`config.mk`:
```
export PLATFORM = sky130hd
export DESIGN_NAME = window_feature_extract
export DESIGN_NICKNAME = d
export VERILOG_FILES = /design/src/rtl/window_feature_extract.sv
export SDC_FILE = /design/constraint.sdc
export NUM_CORES = 1
export LEC_CHECK = 0
export BUFFER_PORTS_ARGS = -buffer_cell sky130_fd_sc_hd__buf_4
export CAP_MARGIN = 0
export CORE_MARGIN = 2
export CORE_UTILIZATION = 59
export DETAILED_ROUTE_END_ITERATION = 8
export HOLD_SLACK_MARGIN = 0.06
export PLACE_DENSITY = 0.8
export SETUP_SLACK_MARGIN = 0.1
export SLEW_MARGIN = 20
export SYNTH_ARGS = -nofsm -noshare
export SYNTH_HDL_FRONTEND = slang
export SYNTH_SLANG_ARGS = --single-unit
```
`constraint.sdc`:
```
create_clock -name clk -period 3.2 [get_ports clk]
set_clock_uncertainty 0.05 [all_clocks]
set_input_delay 0.48 -clock clk [delete_from_list [all_inputs] [get_ports clk]]
set_output_delay 0.48 -clock clk [all_outputs]
set_load 0.02 [all_outputs]
```
`src/rtl/window_feature_extract.sv`:
```
// Window feature extractor: on each new buffer-full event, walks the sample buffer and computes
// mean, min, max, peak-to-peak, energy and (with FEX_ZCR_EN defined) the zero-crossing count.
module window_feature_extract #(
    parameter int N_SAMPLES = 64,
    parameter int RD_LAT    = 1,
    parameter int DC_OFFSET = 2048
) (
    input  logic                         clk,
    input  logic                         rst_n,
    input  logic                         enable,
    input  logic                         samples_valid,
    output logic [$clog2(N_SAMPLES)-1:0] buf_addr,
    input  logic [15:0]                  buf_data,
    output logic                         busy,
    output logic                         feat_valid,
    input  logic                         feat_ready,
    output logic [15:0]                  mean_out,
    output logic [15:0]                  min_out,
    output logic [15:0]                  max_out,
    output logic [16:0]                  p2p_out,
    output logic [39:0]                  energy_out,
    output logic [6:0]                   zc_count,
    output logic                         overrun
);
    localparam int AW = $clog2(N_SAMPLES);
    localparam int SW = 16 + AW;
    localparam logic [16:0] DC17 = 17'(DC_OFFSET);

    typedef enum logic [2:0] {IDLE, READ, DRAIN, FINAL, DONE} state_t;
    state_t state_reg, state_next;

    logic          sv_reg, sv_prev_reg;
    logic          rise, start, abort;
    logic [AW-1:0] addr_reg;
    logic [7:0]    drain_cnt_reg;
    logic [RD_LAT-1:0] vpipe_reg;
    logic          sample_valid;

    // A level held high only starts one window; a rise outside IDLE is an overrun.
    assign rise  = sv_reg & ~sv_prev_reg;
    assign start = (state_reg == IDLE) && enable && rise;
    assign abort = !enable && (state_reg == READ || state_reg == DRAIN || state_reg == FINAL);
    assign buf_addr = addr_reg;

    always_ff @(posedge clk or negedge rst_n) begin
        if (!rst_n) begin
            state_reg   <= IDLE;
            sv_reg      <= 1'b0;
            sv_prev_reg <= 1'b0;
            overrun     <= 1'b0;
        end else begin
            state_reg   <= state_next;
            sv_reg      <= samples_valid;
            sv_prev_reg <= sv_reg;
            if (rise && state_reg != IDLE)
                overrun <= 1'b1;
        end
    end

    always_comb begin
        state_next = state_reg;
        busy       = 1'b0;
        feat_valid = 1'b0;
        case (state_reg)
            IDLE:  if (start) state_next = READ;
            READ: begin
                busy = 1'b1;
                if (!enable) state_next = IDLE;
                else if (addr_reg == AW'(N_SAMPLES - 1)) state_next = DRAIN;
            end
            DRAIN: begin
                busy = 1'b1;
                if (!enable) state_next = IDLE;
                else if (drain_cnt_reg == 8'(RD_LAT - 1)) state_next = FINAL;
            end
            FINAL: begin
                busy = 1'b1;
                state_next = enable ? DONE : IDLE;
            end
            DONE: begin
                feat_valid = 1'b1;
                if (feat_ready) state_next = IDLE;
            end
            default: state_next = IDLE;
        endcase
    end

    // Address walk, drain counter and the read-latency valid pipeline.
    always_ff @(posedge clk or negedge rst_n) begin
        if (!rst_n) begin
            addr_reg      <= '0;
            drain_cnt_reg <= '0;
            vpipe_reg     <= '0;
        end else begin
            addr_reg      <= (state_reg == READ && enable) ? addr_reg + 1'b1 : '0;
            drain_cnt_reg <= (state_reg == DRAIN && enable) ? drain_cnt_reg + 8'd1 : 8'd0;
            if (abort) begin
                vpipe_reg <= '0;
            end else begin
                for (int i = RD_LAT - 1; i > 0; i--)
                    vpipe_reg[i] <= vpipe_reg[i-1];
                vpipe_reg[0] <= (state_reg == READ);
            end
        end
    end

    assign sample_valid = vpipe_reg[RD_LAT-1];

    logic signed [15:0] sample;
    logic signed [16:0] d;
    logic signed [33:0] d_ext;
    logic [33:0]        d_sq;
    logic [40:0]        energy_sum;
    logic signed [SW-1:0] sum_reg;
    logic [39:0]        energy_reg;
    logic signed [15:0] min_reg, max_reg;
    logic               first_reg;
    logic [6:0]         zc_acc;

    assign sample     = buf_data;
    assign d          = {buf_data[15], buf_data} - DC17;
    assign d_ext      = {{17{d[16]}}, d};
    assign d_sq       = d_ext * d_ext;
    assign energy_sum = {1'b0, energy_reg} + {7'd0, d_sq};

    always_ff @(posedge clk or negedge rst_n) begin
        if (!rst_n) begin
            sum_reg    <= '0;
            energy_reg <= '0;
            min_reg    <= '0;
            max_reg    <= '0;
            first_reg  <= 1'b1;
        end else if (start || abort) begin
            sum_reg    <= '0;
            energy_reg <= '0;
            min_reg    <= '0;
            max_reg    <= '0;
            first_reg  <= 1'b1;
        end else if (sample_valid) begin
            first_reg  <= 1'b0;
            sum_reg    <= sum_reg + {{AW{sample[15]}}, sample};
            energy_reg <= energy_sum[40] ? '1 : energy_sum[39:0];
            if (first_reg || sample < min_reg) min_reg <= sample;
            if (first_reg || sample > max_reg) max_reg <= sample;
        end
    end

`ifdef FEX_ZCR_EN
    logic sign_reg;
    logic [6:0] zc_reg;

    // Negative sign bit of d; d == 0 counts as positive.
    always_ff @(posedge clk or negedge rst_n) begin
        if (!rst_n) begin
            sign_reg <= 1'b0;
            zc_reg   <= '0;
        end else if (start || abort) begin
            sign_reg <= 1'b0;
            zc_reg   <= '0;
        end else if (sample_valid) begin
            sign_reg <= d[16];
            if (!first_reg && d[16] != sign_reg) zc_reg <= zc_reg + 7'd1;
        end
    end
    assign zc_acc = zc_reg;
`else
    assign zc_acc = '0;
`endif

    always_ff @(posedge clk or negedge rst_n) begin
        if (!rst_n) begin
            mean_out   <= '0;
            min_out    <= '0;
            max_out    <= '0;
            p2p_out    <= '0;
            energy_out <= '0;
            zc_count   <= '0;
        end else if (state_reg == FINAL && enable) begin
            mean_out   <= 16'(sum_reg >>> AW);
            min_out    <= min_reg;
            max_out    <= max_reg;
            p2p_out    <= {max_reg[15], max_reg} - {min_reg[15], min_reg};
            energy_out <= energy_reg;
            zc_count   <= zc_acc;
        end
    end
endmodule

```
# ---- Yosys cells after proc, flatten, opt, wreduce, memory -nomap -nowiden
# Cells that the tools add are included.
dict set report op_classes {
  add_sub_neg 6
  mul 1
  div 0
  n_lt_le_gt_ge 2
  eq_ne 9
  shift 0
  n_mux 26
  bitwise 2
  reduce_logical 23
}
# operator count
set ops {}
lappend ops {{$mux W40} 3}
lappend ops {{$mux W16} 6}
lappend ops {{$mux W22} 2}
lappend ops {{$add A40 B34 Y41} 1}
lappend ops {{$mul A17 B17 Y34} 1}
lappend ops {{$add A22 B22 Y22} 1}
lappend ops {{$mux W3} 7}
lappend ops {{$sub A16 B13 Y17 const B} 1}
lappend ops {{$sub A16 B16 Y17} 1}
lappend ops {{$gt A16 B16 Y1} 1}
lappend ops {{$lt A16 B16 Y1} 1}
lappend ops {{$pmux W3 S5} 1}
lappend ops {{$add A8 B1 Y8 const B} 1}
lappend ops {{$logic_not A8 Y1} 1}
lappend ops {{$mux W8} 1}
lappend ops {{$logic_and A1 B1 Y1} 7}
lappend ops {{$add A6 B1 Y6 const B} 1}
lappend ops {{$eq A3 B2 Y1 const B} 2}
lappend ops {{$eq A6 B6 Y1 const B} 1}
lappend ops {{$mux W6} 1}
lappend ops {{$ne A3 B3 Y1 const B} 2}
lappend ops {{$reduce_bool A2 Y1} 3}
lappend ops {{$logic_or A1 B1 Y1} 5}
lappend ops {{$mux W1} 5}
lappend ops {{11 further kinds} 13}
dict set report word_totals {
  register_bits 221
  latchBits 0
  mem_bits_rw 0
  rom_bits 0
  input_bits 21
  output_inout_bits 121
  wordCells 86
  memories 0
}

# ---- Logic depth before layout (Yosys ltp)
dict set report logic_depth {
  ltp_word 7
  depth_mapped 40
  mapped_depth_nobuf 37
}

# ---- Least setup slack after synthesis
# Ideal clock, no wire load.
dict set report synth_path {
  path_kind {input port to flip-flop}
  from {in buf_data[11]}
  to {reg energy_reg[36]}
  setup_ns 0.123
  t_arrival_ns 8.877
  required_ns 3.027
  setup_slack_ns -5.850
  cell_stages 34
  path_cell_list {clkbuf_1 inv_1 ha_1 and3_1 xnor2_1 clkinv_1 nor2_1 inv_1 fa_1 fa_1 fa_1 fa_1 fa_1 fa_1 inv_1 ha_1 and3_1 a21oi_1 o21ai_0 a21oi_1 nand2_1 a21o_1 a21oi_1 xnor2_1 ha_1 nor3_1 o2bb2ai_1 a311o_1 a21oi_1 nor4b_2 o21ai_1 o21ai_2 nor2_1 o221a_2}
}
dict set report synth_between {
  elab_chain_len 6
}
# item line_no
set synth_rtl {}
lappend synth_rtl {{start, declared} 13} ;# input logic [15:0] buf_data,
lappend synth_rtl {{$sub A16 B13 Y17} 121} ;# assign d = {buf_data[15], buf_data} - DC17;
lappend synth_rtl {{$mul A17 B17 Y34} 123} ;# assign d_sq = d_ext * d_ext;
lappend synth_rtl {{$add A40 B34 Y41} 124} ;# assign energy_sum = {1'b0, energy_reg} + {7'd0, d_sq};
lappend synth_rtl {{$mux W40} 142} ;# energy_reg <= energy_sum[40] ? '1 : energy_sum[39:0];
lappend synth_rtl {{$mux W40} 139} ;# end else if (sample_valid) begin
lappend synth_rtl {{$mux W40} 133} ;# end else if (start || abort) begin
lappend synth_rtl {{end signal, assigned} 142}
lappend synth_rtl {{end, declared} 115} ;# logic [39:0] energy_reg;
# No other way between the ends. The select of a mux whose other input is x is not followed.
# A chain may end at the register's enable or synchronous reset.

# ---- Worst setup path in the final report
dict set report layout_path {
  from {in buf_data[12]}
  to {reg energy_reg[37]}
}
# The elaborated chain is that of the path after synthesis.

==> results_dict.tcl <==
set metrics [dict create \
    synth-seq-area-share_pct 24.8 \
    ys_ff_latch 221 \
    die_area_mm2 0.0394 \
    worst_setup_path_start_kind "input pin" \
    reg2reg_to "energy_reg[37]$_DFFE_PN0P_" \
    wl_per_cell_um 18.8 \
    dp_hpwl_um 49400 \
    cp_slowest_cell "fa_1" \
    path_clk_slew_ns 0.06 \
    gr-usage-met1_pct 41.5 \
    crit_required_ns 3.57 \
    drtPass1Iterations 7 \
    cts_max_path_buffers 3 \
    r2r_cells 11 \
    setup_slack_ns -4.74 \
    fp.dieW_um 198 \
    min_path_cells 2 \
    drt_first_iter_violations 1318 \
    async_flop_share_pct 100 \
    grt_max_degree 79 \
    cp_max_fo 8 \
    slew_headroom_pct 56.5 \
    rrSetupSlack_ns 0.09 \
    arrival_ns 8.30 \
    slowest_delay_ns 0.54 \
    gr-usage-met3_pct 5.15 \
    n_fill_cell 2525 \
    min_to "state_reg[2]$_DFFE_PN0P_" \
    hold_viol_final 0 \
    ys_warn_count 0 \
    worstSetupPathType "in -> reg" \
    syn_avg_cell_area_um2 9.59 \
    worstHoldStart "feat_ready" \
    ctsRootBufferMaster "clkbuf_16" \
    cts_tree "done" \
    status "finished with violations" \
    worstReg2RegStart "energy_reg[9]$_DFFE_PN0P_" \
    worstMarginPinSlew_ns 0.652 \
    drive_gt1_share_pct 26.1 \
    synth_top_flop_cell "dfrtp_1" \
    grt-ovfl-total 0 \
    grt_util_met2_pct 56.1 \
    cpLargestDelayFamily "adder cells" \
    fmax_ghz 0.126 \
    start_util_pct 59.6 \
    synth_cell_types 84 \
    cts.sinks 221 \
    numCtsBuffers 24 \
    routed_wl_um 62000 \
    numPortBuffers 134 \
    setup_viol 40 \
    synth_edf_count 0 \
    grt_pass1_wl_um 102000 \
    period_minus_slack_ns 7.94 \
    die_height_um 198 \
    hp-class "in -> reg" \
    syn_inst 2326 \
    antenna_cells 0 \
    ant_nets 0 \
    path_buf_inv 7 \
    antenna_found_initial 0 \
    area_growth_pct 25.2 \
    violations "setup timing" \
    fin_setup_tns_ns -186.99 \
    vias 18768 \
    busiest_layer "met2" \
    clk_latency_ns 0.54 \
    cp-end-kind "register" \
    place_congestion 0.967 \
    drv_cap 0 \
    h-tree-depth 1 \
    remaining_drc_errors 0 \
    row_count 71 \
    maxSlewViolCount 0 \
    track_usage_pct 32.8 \
    final_nets 3263 \
    vias_per_cell 5.68 \
    core_area_mm2 0.0374 \
    first_global_vias 19967 \
    pin_count 142 \
    syn_area_mm2 0.0223 \
    crit_top_cell "fa_1" \
    finalCritPeriodShare_pct 248 \
    rsz0062_at_grt "true" \
]
==> metrics by stage <==
stage,instances,hold slack (ns),worst slack (ns),cell area (um2),util [%]
after floorplan,2332,0.134,-4.63,22700,-
after global placement,3229,0.337,-5.19,26500,70.9
after detailed placement,3229,0.342,-5.36,26500,70.9
after CTS,3298,0.0863,-4.64,27700,74.2
after global routing,3305,0.110,-5.08,27900,74.7
final,3305,0.0880,-4.74,27900,74.7
==> worst reg2reg max path, cell delays in order (launching register included) <==
cell and delay, ns:
dfrtp_1 0.42, ha_1 0.39, a21oi_1 0.19, o21ai_0 0.21, a311oi_2 0.49, a211oi_4 0.13
nor4b_4 0.39, nor2_2 0.10, a21oi_4 0.24, buf_6 0.16, nand4b_1 0.10, o211a_1 0.15
==> worst max path at each step <==
stage,startpoint,end,slack [ns],cells after the start
after floorplan,buf_data[11],energy_reg[35]$_DFFE_PN0P_,-4.63,32
after global placement,buf_data[12],energy_reg[37]$_DFFE_PN0P_,-5.19,35
after detailed placement,buf_data[12],energy_reg[37]$_DFFE_PN0P_,-5.36,35
after CTS,buf_data[12],energy_reg[35]$_DFFE_PN0P_,-4.64,36
after global routing,buf_data[12],energy_reg[37]$_DFFE_PN0P_,-5.08,35
final,buf_data[12],energy_reg[37]$_DFFE_PN0P_,-4.74,35
==> area by class of cell <==
cell class	count	area [um2]	share of cell area (%)
repair buffers	501	3930	14.1
inverters	400	1530	5.46
clock inverters	9	118	0.421
flip-flops and latches	221	5530	19.8
clock buffers	35	702	2.51
multi-input cells	1628	15500	55.4
well taps	511	639	2.29
==> cells in the final DEF, fill, tap and decap left out, drive strengths merged, types with 17 or more instances in the layout <==
| cell type | synthesis | layout |
|---|---|---|
| a21o | 44 | 44 |
| mux2i | 29 | 29 |
| mux2 | 58 | 58 |
| o21ai | 129 | 129 |
| buf | 22 | 499 |
| nand3 | 36 | 36 |
| nand2 | 181 | 181 |
| nor2b | 17 | 17 |
| xor2 | 39 | 39 |
| a21oi | 91 | 91 |
| nor3 | 28 | 28 |
| fa | 273 | 273 |
| a31oi | 36 | 36 |
| inv | 392 | 391 |
| clkbuf | 61 | 35 |
| dfrtp | 220 | 220 |
| xnor2 | 66 | 66 |
| nand2b | 19 | 19 |
| nor2 | 195 | 195 |
| ha | 193 | 193 |
==> logic make-up after synthesis <==
group / count (synthesis) / synth area share [%]
XOR/XNOR: 105 / 4.12
adder cells (fa/ha/maj): 466 / 35.3
other: 1 / 0.0168
AO/OA/AOI/OAI: 415 / 11.9
AND/OR/NAND/NOR: 548 / 11.2
multiplexers: 87 / 4.23
buffers and inverters: 483 / 8.42
flip-flops: 221 / 24.8
==> Yosys cell counts (4+ instances only) <==
library cell  count  area (um2)
or3_1             8        50.1
a21o_1           44         330
and4_1            4        35.0
nor2b_1          17         106
nand4_1          12        75.1
inv_1           392        1470
a21oi_1          90         450
dfrtp_1         220        5510
o21ai_0         124         621
clkbuf_1         59         221
o211ai_1          6        45.0
nor2_1          195         732
mux2i_1          29         290
o21a_1           16         120
a211o_1           6        52.6
nand2b_1         19         119
nand3_1          35         175
mux2_2           57         642
fa_1            273        5470
xnor2_1          66         578
buf_4            11        82.6
clkinv_1          8        30.0
nor3_1           28         140
xor2_1           39         342
or2_2             5        31.3
buf_2             4        20.0
o32ai_1          16         140
a211oi_1         12        90.1
and3_1           14        87.6
buf_1             6        22.5
a31oi_1          36         225
nand2_1         181         679
o21bai_1         11        82.6
a31o_2            5        43.8
and2_1            5        31.3
o31ai_1           6        45.0
nand4b_1          4        35.0
ha_1            193        2410
==> per-layer routing <==
layer	vias to the layer above	routed length, um
met5	-	0
met2	781	30300
met1	9305	24500
li1	8479	-
met4	0	3110
met3	203	4110
==> timing repair <==
item	in CTS	in global routing
gates resized for setup	49	25
pin swaps	42	14
endpoints found under the setup margin	42	45
buffers inserted	24	7
hold endpoints to repair	75	0
hold buffers	2	0
cloned	0	0
Power is left out: the tool's default activity adds up to more than one toggle a clock period on the data nets, which glitch-free logic cannot reach.
